[config.mk]
export PLATFORM = sky130hd
export DESIGN_NAME = seed_a_sched_flat
export DESIGN_NICKNAME = d
export VERILOG_FILES = /design/src/rtl/seed_a_sched_pkg.sv /design/src/rtl/seed_a_sched_if.sv /design/src/rtl/seed_a_sched_rr_arbiter_onehot.sv /design/src/rtl/seed_a_sched.sv /design/src/flat_wrapper.sv
export SDC_FILE = /design/constraint.sdc
export NUM_CORES = 1
export LEC_CHECK = 0
export ABC_AREA = 1
export BUFFER_PORTS_ARGS = -buffer_cell sky130_fd_sc_hd__buf_4
export CELL_PAD_IN_SITES_DETAIL_PLACEMENT = 1
export CELL_PAD_IN_SITES_GLOBAL_PLACEMENT = 1
export CORE_MARGIN = 8
export CORE_UTILIZATION = 15
export CTS_CLUSTER_SIZE = 12
export DETAILED_ROUTE_END_ITERATION = 6
export PLACE_DENSITY = 0.86
export SLEW_MARGIN = 20
export SYNTH_ARGS = -nofsm -noshare
export SYNTH_HDL_FRONTEND = slang
export SYNTH_HIERARCHICAL = 1
export SYNTH_SLANG_ARGS = --single-unit
[constraint.sdc]
create_clock -name clk -period 2.76 [get_ports clk]
set_clock_uncertainty 0.2 [all_clocks]
set_input_delay 0.552 -clock clk [delete_from_list [all_inputs] [get_ports clk]]
set_output_delay 0.552 -clock clk [all_outputs]
set_load 0.02 [all_outputs]
[src/rtl/seed_a_sched_pkg.sv]
// Shared definitions for the seedA storage scheduler: storage command
// encoding, seed geometry and scheduler FSM states.
package seed_a_sched_pkg;

    localparam int   SeedAStorageCMD_SIZE = 1;
    localparam logic CMD_IN               = 1'b1;
    localparam logic CMD_OUT              = 1'b0;
    localparam int   SEED_WORDS           = 2;
    localparam int   WORD_W               = 64;

    typedef enum logic [1:0] {
        IDLE,
        ISSUE,
        XFER_IN,
        XFER_OUT
    } schedState;

    // Index width that stays legal for a single-entry range
    function automatic int idxWidth(input int n);
        return (n > 1) ? $clog2(n) : 1;
    endfunction

endpackage

[src/rtl/seed_a_sched_if.sv]
// Handshake bundle between the scheduler, its writer, its readers and the
// seedA storage block. slave = scheduler side, master = environment side.
interface seed_a_sched_if
    import seed_a_sched_pkg::*;
#(
    parameter int NR = 2
);
    logic              wr_cmd_isReady;
    logic              wr_cmd_canReceive;
    logic [WORD_W-1:0] wr_in;
    logic              wr_in_isReady;
    logic              wr_in_canReceive;
    logic              wr_in_isLast;

    logic [NR-1:0]     rd_cmd_isReady;
    logic [NR-1:0]     rd_cmd_canReceive;
    logic [WORD_W-1:0] rd_out;
    logic [NR-1:0]     rd_out_isReady;
    logic [NR-1:0]     rd_out_canReceive;
    logic              rd_out_isLast;

    logic              invalidate;
    logic              seed_valid;
    logic              busy;
    logic              proto_err;

    logic              st_cmd;
    logic              st_cmd_isReady;
    logic              st_cmd_canReceive;
    logic [WORD_W-1:0] st_in;
    logic              st_in_isReady;
    logic              st_in_canReceive;
    logic              st_in_isLast;
    logic [WORD_W-1:0] st_out;
    logic              st_out_isReady;
    logic              st_out_canReceive;
    logic              st_out_isLast;

    modport slave (
        input  wr_cmd_isReady, wr_in, wr_in_isReady,
        output wr_cmd_canReceive, wr_in_canReceive, wr_in_isLast,
        input  rd_cmd_isReady, rd_out_canReceive,
        output rd_cmd_canReceive, rd_out, rd_out_isReady, rd_out_isLast,
        input  invalidate,
        output seed_valid, busy, proto_err,
        output st_cmd, st_cmd_isReady, st_in, st_in_isReady, st_out_canReceive,
        input  st_cmd_canReceive, st_in_canReceive, st_in_isLast,
        input  st_out, st_out_isReady, st_out_isLast
    );

    modport master (
        output wr_cmd_isReady, wr_in, wr_in_isReady,
        input  wr_cmd_canReceive, wr_in_canReceive, wr_in_isLast,
        output rd_cmd_isReady, rd_out_canReceive,
        input  rd_cmd_canReceive, rd_out, rd_out_isReady, rd_out_isLast,
        output invalidate,
        input  seed_valid, busy, proto_err,
        input  st_cmd, st_cmd_isReady, st_in, st_in_isReady, st_out_canReceive,
        output st_cmd_canReceive, st_in_canReceive, st_in_isLast,
        output st_out, st_out_isReady, st_out_isLast
    );

endinterface

[src/rtl/seed_a_sched_rr_arbiter_onehot.sv]
// Round-robin arbiter: grants the first active request at or after ptr,
// wrapping around. Purely combinational, one-hot (or zero) grant.
module rr_arbiter_onehot
    import seed_a_sched_pkg::*;
#(
    parameter int N  = 2,
    parameter int PW = idxWidth(N)
) (
    input  logic [N-1:0]  req,
    input  logic [PW-1:0] ptr,
    output logic [N-1:0]  grant
);

    logic          found;
    logic [PW-1:0] idx;

    // Scan requests starting at ptr, first hit wins
    always_comb begin
        grant = '0;
        found = 1'b0;
        idx   = '0;
        for (int unsigned k = 0; k < N; k++) begin
            idx = PW'((32'(ptr) + k) % 32'(N));
            if (!found && req[idx]) begin
                grant[idx] = 1'b1;
                found      = 1'b1;
            end
        end
    end

endmodule

[src/rtl/seed_a_sched.sv]
// Arbitrates one seed writer and NR readers onto the single seedA storage
// port, tracks seed validity and checks storage isLast against word count.
module seed_a_sched
    import seed_a_sched_pkg::*;
#(
    parameter int NR    = 2,
    parameter int WORDS = SEED_WORDS
) (
    input logic          clk,
    input logic          rst,
    seed_a_sched_if.slave bus
);

    localparam int            PW         = idxWidth(NR);
    localparam int            WW         = idxWidth(WORDS);
    localparam logic [PW-1:0] LAST_OWNER = PW'(NR - 1);
    localparam logic [WW-1:0] LAST_WORD  = WW'(WORDS - 1);

    schedState     state, stateNext;
    logic          opReg;
    logic [PW-1:0] owner, rrPtr, arbIdx;
    logic [WW-1:0] wcnt;
    logic          seedValidReg, busyReg, protoErrReg;
    logic          wrGrantPulse;
    logic [NR-1:0] rdGrantPulse, arbGrant;
    logic          grantWr, grantRd;
    logic          inHs, outHs, wordLast, stLast;

    rr_arbiter_onehot #(.N(NR), .PW(PW)) uArb (
        .req   (bus.rd_cmd_isReady),
        .ptr   (rrPtr),
        .grant (arbGrant)
    );

    assign inHs     = (state == XFER_IN) && bus.wr_in_isReady && bus.st_in_canReceive;
    assign outHs    = (state == XFER_OUT) && bus.st_out_isReady && bus.rd_out_canReceive[owner];
    assign wordLast = (wcnt == LAST_WORD);
    assign stLast   = (state == XFER_IN) ? bus.st_in_isLast : bus.st_out_isLast;

    assign bus.wr_cmd_canReceive = wrGrantPulse;
    assign bus.rd_cmd_canReceive = rdGrantPulse;
    assign bus.st_cmd_isReady    = (state == ISSUE);
    assign bus.st_cmd            = opReg;
    assign bus.seed_valid        = seedValidReg;
    assign bus.busy              = busyReg;
    assign bus.proto_err         = protoErrReg;

    // Convert the one-hot reader grant to an owner index
    always_comb begin
        arbIdx = '0;
        for (int unsigned i = 0; i < NR; i++) begin
            if (arbGrant[i]) arbIdx = PW'(i);
        end
    end

    // Next state and IDLE arbitration: writer first, readers only with a valid seed
    always_comb begin
        stateNext = state;
        grantWr   = 1'b0;
        grantRd   = 1'b0;
        case (state)
            IDLE: begin
                if (bus.wr_cmd_isReady) begin
                    grantWr   = 1'b1;
                    stateNext = ISSUE;
                end else if (seedValidReg && (|arbGrant)) begin
                    grantRd   = 1'b1;
                    stateNext = ISSUE;
                end
            end
            ISSUE:    if (bus.st_cmd_canReceive) stateNext = (opReg == CMD_IN) ? XFER_IN : XFER_OUT;
            XFER_IN:  if (inHs && wordLast) stateNext = IDLE;
            XFER_OUT: if (outHs && wordLast) stateNext = IDLE;
            default:  stateNext = IDLE;
        endcase
    end

    // Data pass-through, steered only while the matching transfer is active
    always_comb begin
        bus.st_in             = '0;
        bus.st_in_isReady     = 1'b0;
        bus.wr_in_canReceive  = 1'b0;
        bus.wr_in_isLast      = 1'b0;
        bus.rd_out            = '0;
        bus.rd_out_isReady    = '0;
        bus.rd_out_isLast     = 1'b0;
        bus.st_out_canReceive = 1'b0;
        if (state == XFER_IN) begin
            bus.st_in            = bus.wr_in;
            bus.st_in_isReady    = bus.wr_in_isReady;
            bus.wr_in_canReceive = bus.st_in_canReceive;
            bus.wr_in_isLast     = bus.st_in_isLast;
        end
        if (state == XFER_OUT) begin
            bus.rd_out                = bus.st_out;
            bus.rd_out_isReady[owner] = bus.st_out_isReady;
            bus.rd_out_isLast         = bus.st_out_isLast;
            bus.st_out_canReceive     = bus.rd_out_canReceive[owner];
        end
    end

    // FSM state register
    always_ff @(posedge clk or posedge rst) begin
        if (rst) state <= IDLE;
        else     state <= stateNext;
    end

    // Grant pulses, transfer bookkeeping and status flags
    always_ff @(posedge clk or posedge rst) begin
        if (rst) begin
            opReg        <= CMD_OUT;
            owner        <= '0;
            rrPtr        <= '0;
            wcnt         <= '0;
            seedValidReg <= 1'b0;
            busyReg      <= 1'b0;
            protoErrReg  <= 1'b0;
            wrGrantPulse <= 1'b0;
            rdGrantPulse <= '0;
        end else begin
            wrGrantPulse <= grantWr;
            rdGrantPulse <= grantRd ? arbGrant : '0;
            if (grantWr) opReg <= CMD_IN;
            if (grantRd) begin
                opReg <= CMD_OUT;
                owner <= arbIdx;
            end
            if (grantWr || grantRd) busyReg <= 1'b1;
            if ((state == ISSUE) && bus.st_cmd_canReceive) wcnt <= '0;
            if (inHs || outHs) begin
                wcnt <= wcnt + 1'b1;
                if (stLast != wordLast) protoErrReg <= 1'b1;
                if (wordLast) busyReg <= 1'b0;
            end
            if (outHs && wordLast) rrPtr <= (owner == LAST_OWNER) ? '0 : owner + 1'b1;
            // A completing write overrides a same-cycle invalidate
            if (inHs && wordLast)    seedValidReg <= 1'b1;
            else if (bus.invalidate) seedValidReg <= 1'b0;
        end
    end

endmodule

[src/flat_wrapper.sv]
// flat-port wrapper written by rule: the top's interface ports become plain ports
module seed_a_sched_flat import seed_a_sched_pkg::*;
#(
    parameter int NR    = 2,
    parameter int WORDS = SEED_WORDS
)
  (clk, rst, bus_wr_cmd_isReady, bus_wr_in, bus_wr_in_isReady, bus_wr_cmd_canReceive, bus_wr_in_canReceive, bus_wr_in_isLast, bus_rd_cmd_isReady, bus_rd_out_canReceive, bus_rd_cmd_canReceive, bus_rd_out, bus_rd_out_isReady, bus_rd_out_isLast, bus_invalidate, bus_seed_valid, bus_busy, bus_proto_err, bus_st_cmd, bus_st_cmd_isReady, bus_st_in, bus_st_in_isReady, bus_st_out_canReceive, bus_st_cmd_canReceive, bus_st_in_canReceive, bus_st_in_isLast, bus_st_out, bus_st_out_isReady, bus_st_out_isLast);
  seed_a_sched_if #(.NR(NR)) bus_i ();
  input logic clk;
  input logic rst;
  input wire logic [$bits(bus_i.wr_cmd_isReady)-1:0] bus_wr_cmd_isReady;
  input wire logic [$bits(bus_i.wr_in)-1:0] bus_wr_in;
  input wire logic [$bits(bus_i.wr_in_isReady)-1:0] bus_wr_in_isReady;
  output wire logic [$bits(bus_i.wr_cmd_canReceive)-1:0] bus_wr_cmd_canReceive;
  output wire logic [$bits(bus_i.wr_in_canReceive)-1:0] bus_wr_in_canReceive;
  output wire logic [$bits(bus_i.wr_in_isLast)-1:0] bus_wr_in_isLast;
  input wire logic [$bits(bus_i.rd_cmd_isReady)-1:0] bus_rd_cmd_isReady;
  input wire logic [$bits(bus_i.rd_out_canReceive)-1:0] bus_rd_out_canReceive;
  output wire logic [$bits(bus_i.rd_cmd_canReceive)-1:0] bus_rd_cmd_canReceive;
  output wire logic [$bits(bus_i.rd_out)-1:0] bus_rd_out;
  output wire logic [$bits(bus_i.rd_out_isReady)-1:0] bus_rd_out_isReady;
  output wire logic [$bits(bus_i.rd_out_isLast)-1:0] bus_rd_out_isLast;
  input wire logic [$bits(bus_i.invalidate)-1:0] bus_invalidate;
  output wire logic [$bits(bus_i.seed_valid)-1:0] bus_seed_valid;
  output wire logic [$bits(bus_i.busy)-1:0] bus_busy;
  output wire logic [$bits(bus_i.proto_err)-1:0] bus_proto_err;
  output wire logic [$bits(bus_i.st_cmd)-1:0] bus_st_cmd;
  output wire logic [$bits(bus_i.st_cmd_isReady)-1:0] bus_st_cmd_isReady;
  output wire logic [$bits(bus_i.st_in)-1:0] bus_st_in;
  output wire logic [$bits(bus_i.st_in_isReady)-1:0] bus_st_in_isReady;
  output wire logic [$bits(bus_i.st_out_canReceive)-1:0] bus_st_out_canReceive;
  input wire logic [$bits(bus_i.st_cmd_canReceive)-1:0] bus_st_cmd_canReceive;
  input wire logic [$bits(bus_i.st_in_canReceive)-1:0] bus_st_in_canReceive;
  input wire logic [$bits(bus_i.st_in_isLast)-1:0] bus_st_in_isLast;
  input wire logic [$bits(bus_i.st_out)-1:0] bus_st_out;
  input wire logic [$bits(bus_i.st_out_isReady)-1:0] bus_st_out_isReady;
  input wire logic [$bits(bus_i.st_out_isLast)-1:0] bus_st_out_isLast;
  assign bus_i.wr_cmd_isReady = bus_wr_cmd_isReady;
  assign bus_i.wr_in = bus_wr_in;
  assign bus_i.wr_in_isReady = bus_wr_in_isReady;
  assign bus_wr_cmd_canReceive = bus_i.wr_cmd_canReceive;
  assign bus_wr_in_canReceive = bus_i.wr_in_canReceive;
  assign bus_wr_in_isLast = bus_i.wr_in_isLast;
  assign bus_i.rd_cmd_isReady = bus_rd_cmd_isReady;
  assign bus_i.rd_out_canReceive = bus_rd_out_canReceive;
  assign bus_rd_cmd_canReceive = bus_i.rd_cmd_canReceive;
  assign bus_rd_out = bus_i.rd_out;
  assign bus_rd_out_isReady = bus_i.rd_out_isReady;
  assign bus_rd_out_isLast = bus_i.rd_out_isLast;
  assign bus_i.invalidate = bus_invalidate;
  assign bus_seed_valid = bus_i.seed_valid;
  assign bus_busy = bus_i.busy;
  assign bus_proto_err = bus_i.proto_err;
  assign bus_st_cmd = bus_i.st_cmd;
  assign bus_st_cmd_isReady = bus_i.st_cmd_isReady;
  assign bus_st_in = bus_i.st_in;
  assign bus_st_in_isReady = bus_i.st_in_isReady;
  assign bus_st_out_canReceive = bus_i.st_out_canReceive;
  assign bus_i.st_cmd_canReceive = bus_st_cmd_canReceive;
  assign bus_i.st_in_canReceive = bus_st_in_canReceive;
  assign bus_i.st_in_isLast = bus_st_in_isLast;
  assign bus_i.st_out = bus_st_out;
  assign bus_i.st_out_isReady = bus_st_out_isReady;
  assign bus_i.st_out_isLast = bus_st_out_isLast;
  seed_a_sched #(.NR(NR), .WORDS(WORDS)) u_core (.clk(clk), .rst(rst), .bus(bus_i));
endmodule
==> flow_metrics.env, run 1 <==
export IMPL_ant_nets=0
export IMPL_syn_nets=505
export IMPL_period_share=0.780
export IMPL_clockBufferDepth=2
export IMPL_max_cap_violations=0
export IMPL_netlist_area_um2=1700
export IMPL_synth_cell_types=21
export IMPL_viasPerCell=3.82
export IMPL_p_leak_nw=2.85
export IMPL_grt_pass1_wl_um=16300
export IMPL_clkLatencyLatePin_ns=0.24
export IMPL_antenna_found_initial=0
export IMPL_drtIter0Drc=96
export IMPL_nets=782
export IMPL_layout_min_cycle_time_ns=2.15
export IMPL_final_setup_viol_count=0
export IMPL_end_kind="primary output"
export IMPL_syn_area_per_cell_um2=4.67
export IMPL_slowest_stage="dfrtp_1"
export IMPL_crit_fanout=70
export IMPL_ys_seq_area_frac=0.177
export IMPL_slew_violations=0
export IMPL_setup_tns_ns=0
export IMPL_syn_to_final_growth_pct=139
export IMPL_cp_top_family="buffers and inverters"
export IMPL_hp_class="input pin to async pin"
export IMPL_cts_tree="done"
export IMPL_slowest_delay_ns=0.42
export IMPL_drive_above_1_share=0.463
export IMPL_cts_hold_buf=0
export IMPL_cts_buffers=3
export IMPL_synth_top_area_share=0.334
export IMPL_core_area_um2=11200
export IMPL_grt_pass1_vias=3215
export IMPL_max_freq_mhz=465
export IMPL_multi_input_area_um2=754
export IMPL_drc=0
export IMPL_slew_headroom=0.677
export IMPL_ys_ff_latch=12
export IMPL_die_area_um2=15000
export IMPL_overflow=0
export IMPL_diodes=0
export IMPL_initial_core_util=0.151
export IMPL_wl_per_cell_um=14.8
export IMPL_synth_top_area_cell="inv_1"
export IMPL_fin_util=0.362
export IMPL_num_rows=39
export IMPL_vias=2989
export IMPL_finalHoldViolCount=0
export IMPL_grt_usage=0.138
export IMPL_dr_pass1_iters=3
export IMPL_synth_area_top_cells="inv_1, nor2_1, dfrtp_1"
export IMPL_globalplace_congestion=0.770
export IMPL_cts_sinks=12
export IMPL_cts_resized=0
export IMPL_path_buf_inv=3
export IMPL_worst_ep_required_time_ns=2.01
export IMPL_io_pins=285
export IMPL_status="finished clean"
export IMPL_crit_path_start_kind="register"
export IMPL_routed_wl_um=11600
export IMPL_power_density_nw_per_um2=733
export IMPL_die_y_um=122
export IMPL_ir_worst_vdd_mv=0.396
export IMPL_cp_cell_sequence="inv_1 -> nand2_2 -> buf_12 -> nor2_1 -> buf_4"
export IMPL_worst_pin_slew_ns=0.483
export IMPL_grt_setup_unrepaired="no"
export IMPL_syn_inst=363
export IMPL_post_cts_buffers=0
export IMPL_regArea_um2=300
export IMPL_crit_type="register to primary output"
export IMPL_dp_final_hpwl_um=10400
export IMPL_fillers=1534
export IMPL_cp_data_arrival_time_ns=1.40
export IMPL_grt_max_degree=71
export IMPL_clk_pin_slew_ns=0.04
export IMPL_hold_ws_ns=0.136
export IMPL_dieWidth_um=122
export IMPL_io_buffer_count=284
export IMPL_cts_root_buffer="clkbuf_16"
export IMPL_ys_warn_count=6
export IMPL_htreeDepth=1
-- state kept, by name, summed over array words and instances, names as in the netlist --
register	flops
u_core/bus.rd_cmd_canReceive	2
u_core/bus.seed_valid	1
u_core/bus.proto_err	1
u_core/rrPtr	1
u_core/bus.st_cmd	1
u_core/state	2
u_core/wcnt	1
u_core/owner	1
u_core/bus.wr_cmd_canReceive	1
u_core/bus.busy	1
-- per-stage QoR --
step,power (mW),instance area [um2],worst slack [ns],std cells
after global placement,2.71,3970,0.906,778
after detailed placement,2.73,3970,0.864,778
after global routing,3.21,4060,0.492,782
after CTS,3.04,4060,0.604,782
after floorplan,1.59,1700,0.824,363
final,2.98,4060,0.608,782
-- kinds of logic (layout without fill, tap and decap cells) --
group,count (synthesis),count (layout),share of synthesized area
AO/OA/AOI/OAI,12,12,0.0442
XOR/XNOR,1,1,0.00516
buffers and inverters,165,441,0.378
flip-flops,12,12,0.177
AND/OR/NAND/NOR,173,173,0.395
-- where the power goes --
group          internal [mW]  switching [mW]  total, mW
Combinational          0.949            1.45       2.40
Clock                  0.219          0.0753      0.294
Sequential             0.224          0.0589      0.283
Total                   1.39            1.59       2.98
-- per-layer routing --
metal  routed length, um  vias to the layer above  GRT usage
met5                   0                        -          0
met4                  76                        0     0.0190
met3                1630                        8     0.0667
met2                6090                      174      0.266
met1                3810                     1310      0.132
li1                    -                     1497          -
-- final timing paths --
check / from / endpoint / slack [ns] / depth (start not counted)
worst max register to register: u_core/state[0] / u_core/wcnt / 1.02 / 7
worst min register to register: u_core/bus.proto_err / u_core/bus.proto_err / 0.26 / 2
min in group clk: u_core/bus.proto_err / u_core/bus.proto_err / 0.26 / 2
worst min-delay path: rst / u_core/state[0] / 0.14 / 2
worst max-delay path: u_core/state[0] / bus_st_in[47] / 0.61 / 5
max in group asynchronous: rst / u_core/bus.seed_valid / 1.90 / 2
-- synth_stat cells --
| master | n |
|---|---|
| a21oi_2 | 1 |
| a31oi_1 | 1 |
| nand2_2 | 2 |
| dfrtp_1 | 12 |
| nand3_1 | 3 |
| xor2_1 | 1 |
| a21boi_2 | 1 |
| o21ai_1 | 1 |
| inv_1 | 151 |
| o21ai_0 | 3 |
| buf_2 | 6 |
| nor3_1 | 3 |
| nand3_2 | 1 |
| nor2_1 | 141 |
| buf_4 | 4 |
| a21oi_1 | 3 |
| clkbuf_1 | 4 |
| nor2_2 | 1 |
| o21bai_1 | 1 |
| o22ai_1 | 1 |
| nand2_1 | 22 |
-- layout by cell type, fill, tap and decap left out --
cell type    n
xor2_1       1
clkbuf_8     1
clkbuf_16    3
buf_4      284
dfrtp_1     12
inv_1      151
a21oi_2      1
nor3_1       3
a21boi_2     1
buf_12       2
nand2_2      2
a21oi_1      3
o21ai_1      1
nor2_1     141
nor2_2       1
o22ai_1      1
o21bai_1     1
nand3_1      3
nand3_2      1
o21ai_0      3
a31oi_1      1
nand2_1     22
-- final cells by class --
type / count / share of cell area
flip-flops and latches: 12 / 0.0739
repair buffers: 286 / 0.535
clock buffers: 4 / 0.0219
inverters: 151 / 0.140
well taps: 143 / 0.0441
multi-input cells: 186 / 0.186
Note: power is estimated with default switching activity, not from simulation.
==> inputs of run 2 (changes only) <==
--- a/config.mk
+++ b/config.mk
@@ -10,10 +10,10 @@
 export CELL_PAD_IN_SITES_DETAIL_PLACEMENT = 1
 export CELL_PAD_IN_SITES_GLOBAL_PLACEMENT = 1
 export CORE_MARGIN = 8
-export CORE_UTILIZATION = 15
+export CORE_UTILIZATION = 14
 export CTS_CLUSTER_SIZE = 12
 export DETAILED_ROUTE_END_ITERATION = 6
-export PLACE_DENSITY = 0.86
+export PLACE_DENSITY = 0.81
 export SLEW_MARGIN = 20
 export SYNTH_ARGS = -nofsm -noshare
 export SYNTH_HDL_FRONTEND = slang
==> constraint.sdc (replaced) <==
create_clock -name clk -period 2.2 [get_ports clk]
set_clock_uncertainty 0.2 [all_clocks]
set_input_delay 0.44 -clock clk [delete_from_list [all_inputs] [get_ports clk]]
set_output_delay 0.44 -clock clk [all_outputs]
set_load 0.02 [all_outputs]
==> flow_metrics.env, run 2 (synthesized netlist as in run 1, its figures left out) <==
export IMPL_diodes=0
export IMPL_grt_usage=0.131
export IMPL_cts_sinks=12
export IMPL_die_area_um2=15900
export IMPL_dp_final_hpwl_um=10200
export IMPL_nets=785
export IMPL_finalPower_mw=3.78
export IMPL_setup_ws_ns=0.143
export IMPL_syn_to_final_growth_pct=141
export IMPL_grt_pass1_wl_um=16700
export IMPL_ant_nets=0
export IMPL_cp_common_cell="buf_4"
export IMPL_io_buffer_count=284
export IMPL_power_density_nw_per_um2=922
export IMPL_io_pins=285
export IMPL_dr_pass1_iters=4
export IMPL_status="finished clean"
export IMPL_grt_pass1_vias=3142
export IMPL_clk_pin_slew_ns=0.04
export IMPL_placed_area_um2=4000
export IMPL_r2r_end="u_core/state[0]"
export IMPL_end_kind="primary output"
export IMPL_vias=2949
export IMPL_layout_min_cycle_time_ns=2.06
export IMPL_cts_buffers=3
export IMPL_slew_violations=0
export IMPL_initial_core_util=0.142
export IMPL_cts_root_buffer="clkbuf_16"
export IMPL_cp_cell_sequence="inv_1 -> nand2_2 -> buf_4 -> nor2_1 -> buf_4"
export IMPL_max_cap_violations=0
export IMPL_globalplace_congestion=0.766
export IMPL_crit_type="register to primary output"
export IMPL_path_buf_inv=3
export IMPL_r2r_start="u_core/state[1]"
export IMPL_rrSetupSlack_ns=0.51
export IMPL_slew_headroom=0.693
export IMPL_grtUsageMet1=0.128
export IMPL_crit_path_start_kind="register"
export IMPL_period_share=0.935
export IMPL_worst_r2r_path_depth=8
export IMPL_final_cell_mix="buf_4, inv_1, nor2_1, nand2_1, dfrtp_1"
export IMPL_antenna_found_initial=0
export IMPL_slowest_delay_ns=0.43
export IMPL_clockBufferDepth=2
export IMPL_drtIter0Drc=54
export IMPL_dieWidth_um=126
export IMPL_grt_max_degree=45
export IMPL_max_freq_mhz=486
export IMPL_hp_class="input pin to async pin"
export IMPL_viasPerCell=3.74
export IMPL_cp_data_arrival_time_ns=1.42
export IMPL_num_rows=40
export IMPL_core_area_um2=11900
export IMPL_slowest_stage="dfrtp_1"
export IMPL_mostFrequentLayoutCell="buf_4"
export IMPL_clkLatencyLatePin_ns=0.24
export IMPL_use_met3=0.0700
export IMPL_worst_pin_slew_ns=0.460
export IMPL_cp_top_family="buffers and inverters"
export IMPL_ir_worst_vdd_mv=0.342
export IMPL_p_leak_nw=2.86
export IMPL_cts_tree="done"
export IMPL_grt_setup_unrepaired="no"
export IMPL_grt_busiest_layer="met2"
export IMPL_die_y_um=126
export IMPL_place_ws_ns=0.341
export IMPL_final_setup_viol_count=0
export IMPL_drc=0
export IMPL_overflow=0
export IMPL_wl_per_cell_um=14.3
export IMPL_post_cts_buffers=0
export IMPL_finalHoldViolCount=0
export IMPL_hold_ws_ns=0.0126
export IMPL_crit_fanout=14
export IMPL_drive_above_1_share=0.466
export IMPL_setup_tns_ns=0
export IMPL_design_area_um2=4090
export IMPL_worst_ep_required_time_ns=1.56
export IMPL_routed_wl_um=11300
export IMPL_grtUsageMet2=0.246
export IMPL_htreeDepth=1
==> run 2: changes by cell type in the layout (fill, tap and decap cells not counted), sizes merged <==
cell	change
buf	+3
==> run 2: worst register-to-register path: stages, from the launching register on <==
cell,delay (ns)
dfrtp_1,0.43
nand2_2,0.11
buf_4,0.24
nor2_2,0.16
nand3_2,0.11
nand2_1,0.12
nand3_1,0.10
nand2_1,0.06
nand2_1,0.05
==> run 2: what timing repair did <==
item / 4_1_cts / 5_1_grt
endpoints found under the setup margin: 0 / 14
hold buffers: 0 / 0
gates resized for setup: 0 / 1
==> run 2: worst max-delay path by stage <==
stage | from | endpoint | slack, ns | cells after the start
2_1_floorplan | u_core/state[0] | bus_st_in[0] | 0.38 | 5
3_3_place_gp | u_core/state[0] | bus_st_in[27] | 0.43 | 5
3_5_place_dp | u_core/state[0] | bus_st_in[60] | 0.34 | 5
4_1_cts | u_core/state[0] | bus_st_in[60] | 0.08 | 5
5_1_grt | u_core/state[0] | bus_st_in[54] | 0.02 | 5
6_report | u_core/state[0] | bus_st_in[54] | 0.14 | 5
==> run 2: final cells by class <==
| class | count | area [um2] |
|---|---|---|
| clock buffers | 4 | 88.8 |
| fillers | 1588 | 7820 |
| inverters | 151 | 567 |
| multi-input cells | 186 | 754 |
| flip-flops and latches | 12 | 300 |
| well taps | 147 | 184 |
| repair buffers | 289 | 2200 |
==> run 2: per-stage QoR <==
step / instances / utilization
floorplan: 363 / -
global route: 789 / 0.344
detailed placement: 785 / 0.336
CTS: 789 / 0.343
finish: 789 / 0.344
global placement: 785 / 0.336
==> run 2: routing by layer <==
layer	part of all wire	wire length, um	up-vias
li1	-	-	1503
met2	0.50	5690	176
met5	0	0	-
met1	0.36	4100	1268
met4	0.0022	25	0
met3	0.13	1480	2
==> run 2: power breakdown <==
part / leakage (nW) / internal [mW] / switching [mW]
Clock: 0.0442 / 0.275 / 0.0982
Sequential: 0.143 / 0.281 / 0.0737
Combinational: 2.67 / 1.23 / 1.82
